===== src/rtl/rvcpu.sv =====
// Shared CPU-wide types: architectural register index.
package rvcpu;
    typedef logic [4:0] reg_t;
endpackage


===== src/rtl/reg_scoreboard.sv =====
// Register scoreboard: counts outstanding writes per integer register and
// stalls issue on RAW hazards or when a destination's pending counter is full.
module reg_scoreboard #(
    parameter int NREGS    = 32,
    parameter int MAX_PEND = 3
) (
    input  logic               clk,
    input  logic               rst,
    input  logic               issue_vld,
    output logic               issue_rdy,
    input  rvcpu::reg_t        issue_rs1,
    input  rvcpu::reg_t        issue_rs2,
    input  logic               issue_rs1_vld,
    input  logic               issue_rs2_vld,
    input  rvcpu::reg_t        issue_rd,
    input  logic               issue_rd_vld,
    input  logic               wb_vld,
    input  rvcpu::reg_t        wb_rd,
    input  logic               flush,
    output logic [NREGS-1:0]   busy_mask,
    output logic               wb_err
);

    localparam int CW   = $clog2(MAX_PEND + 1);
    localparam int NIDX = 2 ** $bits(rvcpu::reg_t);

    logic [CW-1:0]   r_cnt [NREGS];
    logic            r_wb_err;
    logic [NIDX-1:0] w_busy_ext;
    logic [NIDX-1:0] w_full_ext;
    logic            w_src_hazard;
    logic            w_rd_full;
    logic            w_fire;

    // Status vectors are padded to the full index space so any reg_t value
    // can index them; x0 and unimplemented indices read as idle.
    genvar gi;
    generate
        for (gi = 0; gi < NIDX; gi++) begin : g_status
            if (gi == 0 || gi >= NREGS) begin : g_idle
                assign w_busy_ext[gi] = 1'b0;
                assign w_full_ext[gi] = 1'b0;
            end else begin : g_live
                assign w_busy_ext[gi] = (r_cnt[gi] != '0);
                assign w_full_ext[gi] = (r_cnt[gi] == CW'(MAX_PEND));
            end
        end
    endgenerate

    assign w_src_hazard = (issue_rs1_vld && issue_rs1 != '0 && w_busy_ext[issue_rs1]) ||
                          (issue_rs2_vld && issue_rs2 != '0 && w_busy_ext[issue_rs2]);
    assign w_rd_full    = issue_rd_vld && issue_rd != '0 && w_full_ext[issue_rd];
    assign issue_rdy    = !w_src_hazard && !w_rd_full && !flush;
    assign w_fire       = issue_vld && issue_rdy;

    generate
        for (gi = 0; gi < NREGS; gi++) begin : g_cnt
            if (gi == 0) begin : g_x0
                assign r_cnt[gi] = '0;
            end else begin : g_reg
                logic w_inc;
                logic w_dec;

                assign w_inc = w_fire && issue_rd_vld && (issue_rd == rvcpu::reg_t'(gi));
                assign w_dec = wb_vld && (wb_rd == rvcpu::reg_t'(gi));

                // A same-cycle issue and writeback to one register cancel out.
                always_ff @(posedge clk or posedge rst) begin
                    if (rst) begin
                        r_cnt[gi] <= '0;
                    end else if (flush) begin
                        r_cnt[gi] <= '0;
                    end else if (w_inc && !w_dec) begin
                        r_cnt[gi] <= r_cnt[gi] + CW'(1);
                    end else if (w_dec && !w_inc && r_cnt[gi] != '0) begin
                        r_cnt[gi] <= r_cnt[gi] - CW'(1);
                    end
                end
            end
        end
    endgenerate

    always_ff @(posedge clk or posedge rst) begin
        if (rst) begin
            r_wb_err <= 1'b0;
        end else if (!flush && wb_vld && wb_rd != '0 && !w_busy_ext[wb_rd]) begin
            r_wb_err <= 1'b1;
        end
    end

    assign busy_mask = w_busy_ext[NREGS-1:0];
    assign wb_err    = r_wb_err;

endmodule


===== config.mk =====
export PLATFORM = sky130hd
export DESIGN_NAME = reg_scoreboard
export DESIGN_NICKNAME = d
export VERILOG_FILES = /design/src/rtl/rvcpu.sv /design/src/rtl/reg_scoreboard.sv
export SDC_FILE = /design/constraint.sdc
export NUM_CORES = 1
export LEC_CHECK = 0
export CAP_MARGIN = 25
export CORE_ASPECT_RATIO = 2
export CORE_MARGIN = 10
export CORE_UTILIZATION = 45
export CTS_CLUSTER_DIAMETER = 120
export CTS_CLUSTER_SIZE = 10
export DETAILED_ROUTE_END_ITERATION = 8
export PLACE_DENSITY = 0.62
export SLEW_MARGIN = 20
export SYNTH_ARGS = -nofsm -noshare
export SYNTH_HDL_FRONTEND = slang
export SYNTH_SLANG_ARGS = --single-unit
export TNS_END_PERCENT = 1

===== constraint.sdc =====
create_clock -name clk -period 7.7 [get_ports clk]
set_clock_uncertainty 0.05 [all_clocks]
set_input_delay 1.155 -clock clk [delete_from_list [all_inputs] [get_ports clk]]
set_output_delay 1.155 -clock clk [all_outputs]
set_load 0.02 [all_outputs]

# Word level (Yosys, flattened, before mapping)
# Cells that the tools add are included.
# totals
output_inout_bits	34
register_bits	63
# op_classes
muxes	101
eq_ne	93
reduce_logical	301
addsub	62
n_lt_le_gt_ge	4
# op_table
operator	n
2-bit 2-to-1 mux	93
1-bit logical AND	168
5-bit equality test, second input constant	32
3-bit nonzero test	31
5-bit by 4-bit equality test with 1-bit output, second input constant	16
1-bit logical NOT	66
2-bit by 1-bit adder with 2-bit output, second input constant	31
2-bit equality test, second input constant	31
2-bit nonzero test	31
2-bit by 1-bit subtractor with 2-bit output, second input constant	31
5-bit by 3-bit equality test with 1-bit output, second input constant	8
5-bit by 6-bit < comparator with 1-bit output, second input constant	4
1-bit binary-select mux with 5-bit select	4
5-bit by 2-bit equality test with 1-bit output, second input constant	4
5-bit nonzero test	4
5-bit by 1-bit equality test with 1-bit output, second input constant	2
1-bit 2-to-1 mux	4
1-bit logical OR	1

# Logic depth before layout (Yosys ltp)
# logic_depth
word_depth	17
depth_mapped	13
depth_no_buf	10

# Least setup slack after synthesis
# OpenSTA, ideal clock, no wires.
# synth_path
path_kind	input-to-output
start	input port issue_rs1[0]
end	output port issue_rdy
path_stages	11
arrival_ns	3.072
required_ns	6.495
setup_slack_ns	3.423
path_cell_list	buf_2 > buf_2 > nor3_2 > a21oi_1 > a221o_1 > o211ai_2 > nand4_4 > or2_1 > inv_2 > buf_2 > buf_4
# synth_via
elab_chain_len	7
elab_cells_between_ends	9
cone_classes	mux: 2; reduce/logical: 7
# synth_lines
item	line_no	rtl
start, declared	reg_scoreboard.sv:11	input rvcpu::reg_t issue_rs1,
1-bit binary-select mux with 5-bit select / 5-bit nonzero test (equally long branches)	reg_scoreboard.sv:50	assign w_src_hazard = (issue_rs1_vld && issue_rs1 != '0 && w_busy_ext[issue_rs1]) ||
1-bit 2-to-1 mux (implied by the code) / 1-bit logical AND (equally long branches)	reg_scoreboard.sv:50	
1-bit logical AND (*)	reg_scoreboard.sv:50	
1-bit logical OR (*)	reg_scoreboard.sv:50	
1-bit logical NOT (*)	reg_scoreboard.sv:53	assign issue_rdy = !w_src_hazard && !w_rd_full && !flush;
1-bit logical AND (*) (2 in series)	reg_scoreboard.sv:53	
end, declared	reg_scoreboard.sv:10	output logic issue_rdy,
# Mark *: on every way between the ends. The rest lies on a longest branch, timed or not. The select of a mux whose other input is x is not followed.

# Final worst setup path
# layout_path
start	input port issue_rd[0]
end	output port issue_rdy
# layout_via
elab_chain_len	6
elab_cells_between_ends	8
cone_classes	mux: 2; reduce/logical: 6
# layout_lines
item	line_no	rtl
start, declared	reg_scoreboard.sv:15	input rvcpu::reg_t issue_rd,
1-bit binary-select mux with 5-bit select / 5-bit nonzero test (equally long branches)	reg_scoreboard.sv:52	assign w_rd_full = issue_rd_vld && issue_rd != '0 && w_full_ext[issue_rd];
1-bit 2-to-1 mux (implied by the code) / 1-bit logical AND (equally long branches)	reg_scoreboard.sv:52	
1-bit logical AND (*)	reg_scoreboard.sv:52	
1-bit logical NOT (*)	reg_scoreboard.sv:53	
1-bit logical AND (*) (2 in series)	reg_scoreboard.sv:53	
# Marked as above.

==> impl_summary.log <==
[metrics] required time of the worst setup path: 6.49 ns
[metrics] worst hold path type: register to register
[metrics] number of distinct library cells after synthesis: 74
[metrics] Final Max Slew Viols: 0
[metrics] height of the die: 179.5 um
[metrics] antenna violations before repair: 2
[metrics] worst slack, placed: 1.540 ns
[metrics] largest voltage drop on the vdd net: 107.7 uV
[metrics] Clock H-tree levels: 3
[metrics] GR Util All Layers: 27.10%
[metrics] IO buf count: 60
[metrics] Netlist Area Pre-Place: 0.005720 mm^2
[metrics] area overhead of the layout relative to synthesis: 16.32%
[metrics] Num Clock Sinks: 63
[metrics] count of flip-flops with a built-in enable after synthesis: 0
[metrics] most common cell after layout, fill and taps aside: nand2_1
[metrics] total of flip-flops plus latches after synthesis: 63
[metrics] First DRT Iteration DRCs: 583
[metrics] CTS Buffer Depth: 2
[metrics] maximum number of pins on one net before global-route repair: 64
[metrics] leading register cell type out of synthesis: dfrtp_1
[metrics] effective utilization at floorplan: 45.57%
[metrics] kind of critical path: primary input to primary output
[metrics] number of ports placed on the die boundary: 62
[metrics] WL/cell: 27.22 um
[metrics] part of the cycle the worst path needs: 81.72%
[metrics] vias in the first global route: 6442
[metrics] routed wire length: 24850 um
[metrics] proportion of layout cells with a drive suffix above 1: 9.055%
[metrics] category of the worst setup path capture point: primary output
[metrics] net switching power figure: 272.0 uW
[metrics] clock tree from TritonCTS: done
[metrics] Worst Setup SP: issue_rd[0]
[metrics] fraction of the yosys area taken by sequential cells: 27.56%
[metrics] LEAKAGE: 0.002438 uW
[metrics] Cell Count Post-Placement: 897
[metrics] count of vias placed by the detailed router: 6416
[metrics] outcome: complete, no violations
[metrics] post-route worst setup slack: 1.408 ns
[metrics] clock slew at the register clock pins of the worst setup and hold paths: 0.05 ns
[metrics] internal cell power: 623.5 uW
[metrics] clock root buffer: clkbuf_16
[metrics] routability-driven placement congestion ratio: 1.023
[metrics] number of iterations in the first detailed-routing pass: 5
[metrics] Comb pwr share: 16.5%
[metrics] Hold Crit Start: wb_err
[metrics] launching element type of the critical path: primary input
[metrics] hold violation total from the final report: 0
[metrics] overflow left after global routing: 0
[metrics] cell taking the most area after synthesis: dfrtp_1
[metrics] Worst slew margin: 21.42%
[metrics] power density normalized to cell area: 134.6 mW/mm^2
[metrics] register share of total power: 37.1%
[metrics] die width: 99.73 um
[metrics] final setup violation count: 0
[metrics] mean instance size in the synthesized netlist: 7.912 um^2
[metrics] share of async-settable or async-resettable flops after synthesis: 100.0%
[metrics] final core area utilization: 53.00%
[metrics] Worst Path Max Fanout: 29
[metrics] CORE AREA: 0.01255 mm^2
[metrics] Min Clock Period, post-route: 6.292 ns
[metrics] r2r startpoint: r_cnt[18]
[metrics] Cells after Synth: 723
[metrics] main area contributors after synthesis: dfrtp_1 (28%), mux4_2 (5.9%), nand2_1 (5.4%)
[metrics] Post-Syn Nets: 751
[metrics] number of instances resized during post-cts repair: 0
[metrics] clock network fraction of design power: 46.4%
[metrics] FMAX: 158.9 MHz
[metrics] arrival time worst endpoint: 5.09 ns
[metrics] first-pass GRT wire length: 37900 um
[metrics] DRC: 0
[metrics] CTS Hold Buffers Added: 0
[metrics] Final TNS setup: 0 ns
[metrics] number of antenna-violating nets in the routed design: 0
[metrics] insertion delay to the later sink of the worst-skew pair: 0.34 ns
[metrics] Yosys warning count: 0
[metrics] worst-margin pin slew: 1.170 ns
[metrics] number of buffers added for setup after CTS: 0
[metrics] Post-layout nets: 786
[metrics] RSZ-0062 raised after global routing: no
[metrics] number of violations of the max-capacitance limit: 0
[metrics] ratio of routed vias to standard cells: 7.027
[metrics] Switching Fraction: 30.37%
[metrics] post-layout instance count excluding filler cells: 913
[metrics] HPWL reported at the end of detailed placement: 18680 um
[metrics] clock buffer count from CTS: 9
[metrics] most frequent cells in the layout: nand2_1 (82), nor2_1 (78), dfrtp_1 (63)
[metrics] standard-cell rows: 58
[metrics] area of the die: 0.01790 mm^2
[metrics] share of the synthesized area in the top cell type: 27.56%
-- per-layer routing --
layer,track usage (%),routed length [um],part of all wire [%],vias up
li1,-,-,-,2827
met1,30.54,8718,35,3099
met2,44.42,12470,50,381
met3,5.300,1926,7.8,107
met4,18.33,1719,6.9,2
met5,0,11,0.044,-
-- synth_stat cells (6+ instances only) --
cell and instances:
nand2_1 82, nor2_1 78, dfrtp_1 63, inv_1 47, a21oi_1 45, nor3_1 31, a221oi_1 29, nor4_1 27
clkbuf_1 25, a31oi_1 21, nand3_1 21, xnor2_1 19, mux4_2 15, buf_2 14, nand4_1 14, or3b_1 11
nand2b_1 10, o21ai_0 10, or3_1 10, a2111oi_0 9, xor2_1 9, a211oi_1 8, o32ai_1 8, a41oi_1 6
o2111ai_1 6
-- worst max-delay path, cell delays in order --
cell and delay (ns):
clkdlybuf4s50_1 0.96, nor2b_1 0.82, nand3_1 0.13, o2111ai_1 0.13, or3_1 0.23, nand3_2 0.09, or2_1 0.30, inv_2 0.51
clkdlybuf4s50_1 0.73
-- through the flow --
stage	cell area (um^2)	hold WS (ns)	total power [uW]
final	6654	0.4291	895.5
after global routing	6654	0.4551	914.9
after global placement	6362	0.4129	480.0
after CTS	6651	0.4281	894.1
after floorplan	5720	0.4377	428.8
after detailed placement	6362	0.4089	482.1
-- final cells by class --
| cell class | instances | area, um^2 |
|---|---|---|
| antenna | 1 | 2.502 |
| clock inverter | 5 | 60.06 |
| fill | 1237 | 5901 |
| clock buffer | 10 | 229.0 |
| tap | 150 | 187.7 |
| inverter | 54 | 202.7 |
| sequential | 63 | 1577 |
| timing repair buffer | 67 | 648.1 |
| multi-input combinational | 563 | 3747 |
-- registers in the layout (all words and copies together) (netlist names) --
register and count:
wb_err 1, r_cnt 62
-- cell families (layout without fill, tap and decap cells) --
logic type	count (synthesis)	in the layout	share of synthesized area, %
simple gates	332	332	30.51
mux	19	19	6.649
other cells	1	2	0.06555
compound gates	183	183	23.99
flops	63	63	27.56
xor+xnor	28	28	4.287
buf+inv	97	136	6.934
-- power by group through the flow --
stage | sequential, uW | combinational, uW | clock [uW]
6_report | 332 | 148 | 415
5_1_grt | 332 | 156 | 427
4_1_cts | 332 | 144 | 417
3_5_place_dp | 338 | 144 | 0
3_3_place_gp | 338 | 142 | 0
2_1_floorplan | 338 | 90.6 | 0
-- final timing paths --
path                                   to  depth (start not counted)  slack, ns
worst max-delay path            issue_rdy                          9       1.41
worst min-delay path               wb_err                          1       0.43
worst max register to register  r_cnt[35]                          8       3.97
worst min register to register     wb_err                          1       0.43
max in group asynchronous       r_cnt[35]                          3       5.65
min in group asynchronous       r_cnt[31]                          3       1.35
(Power assumes the default switching activity.)
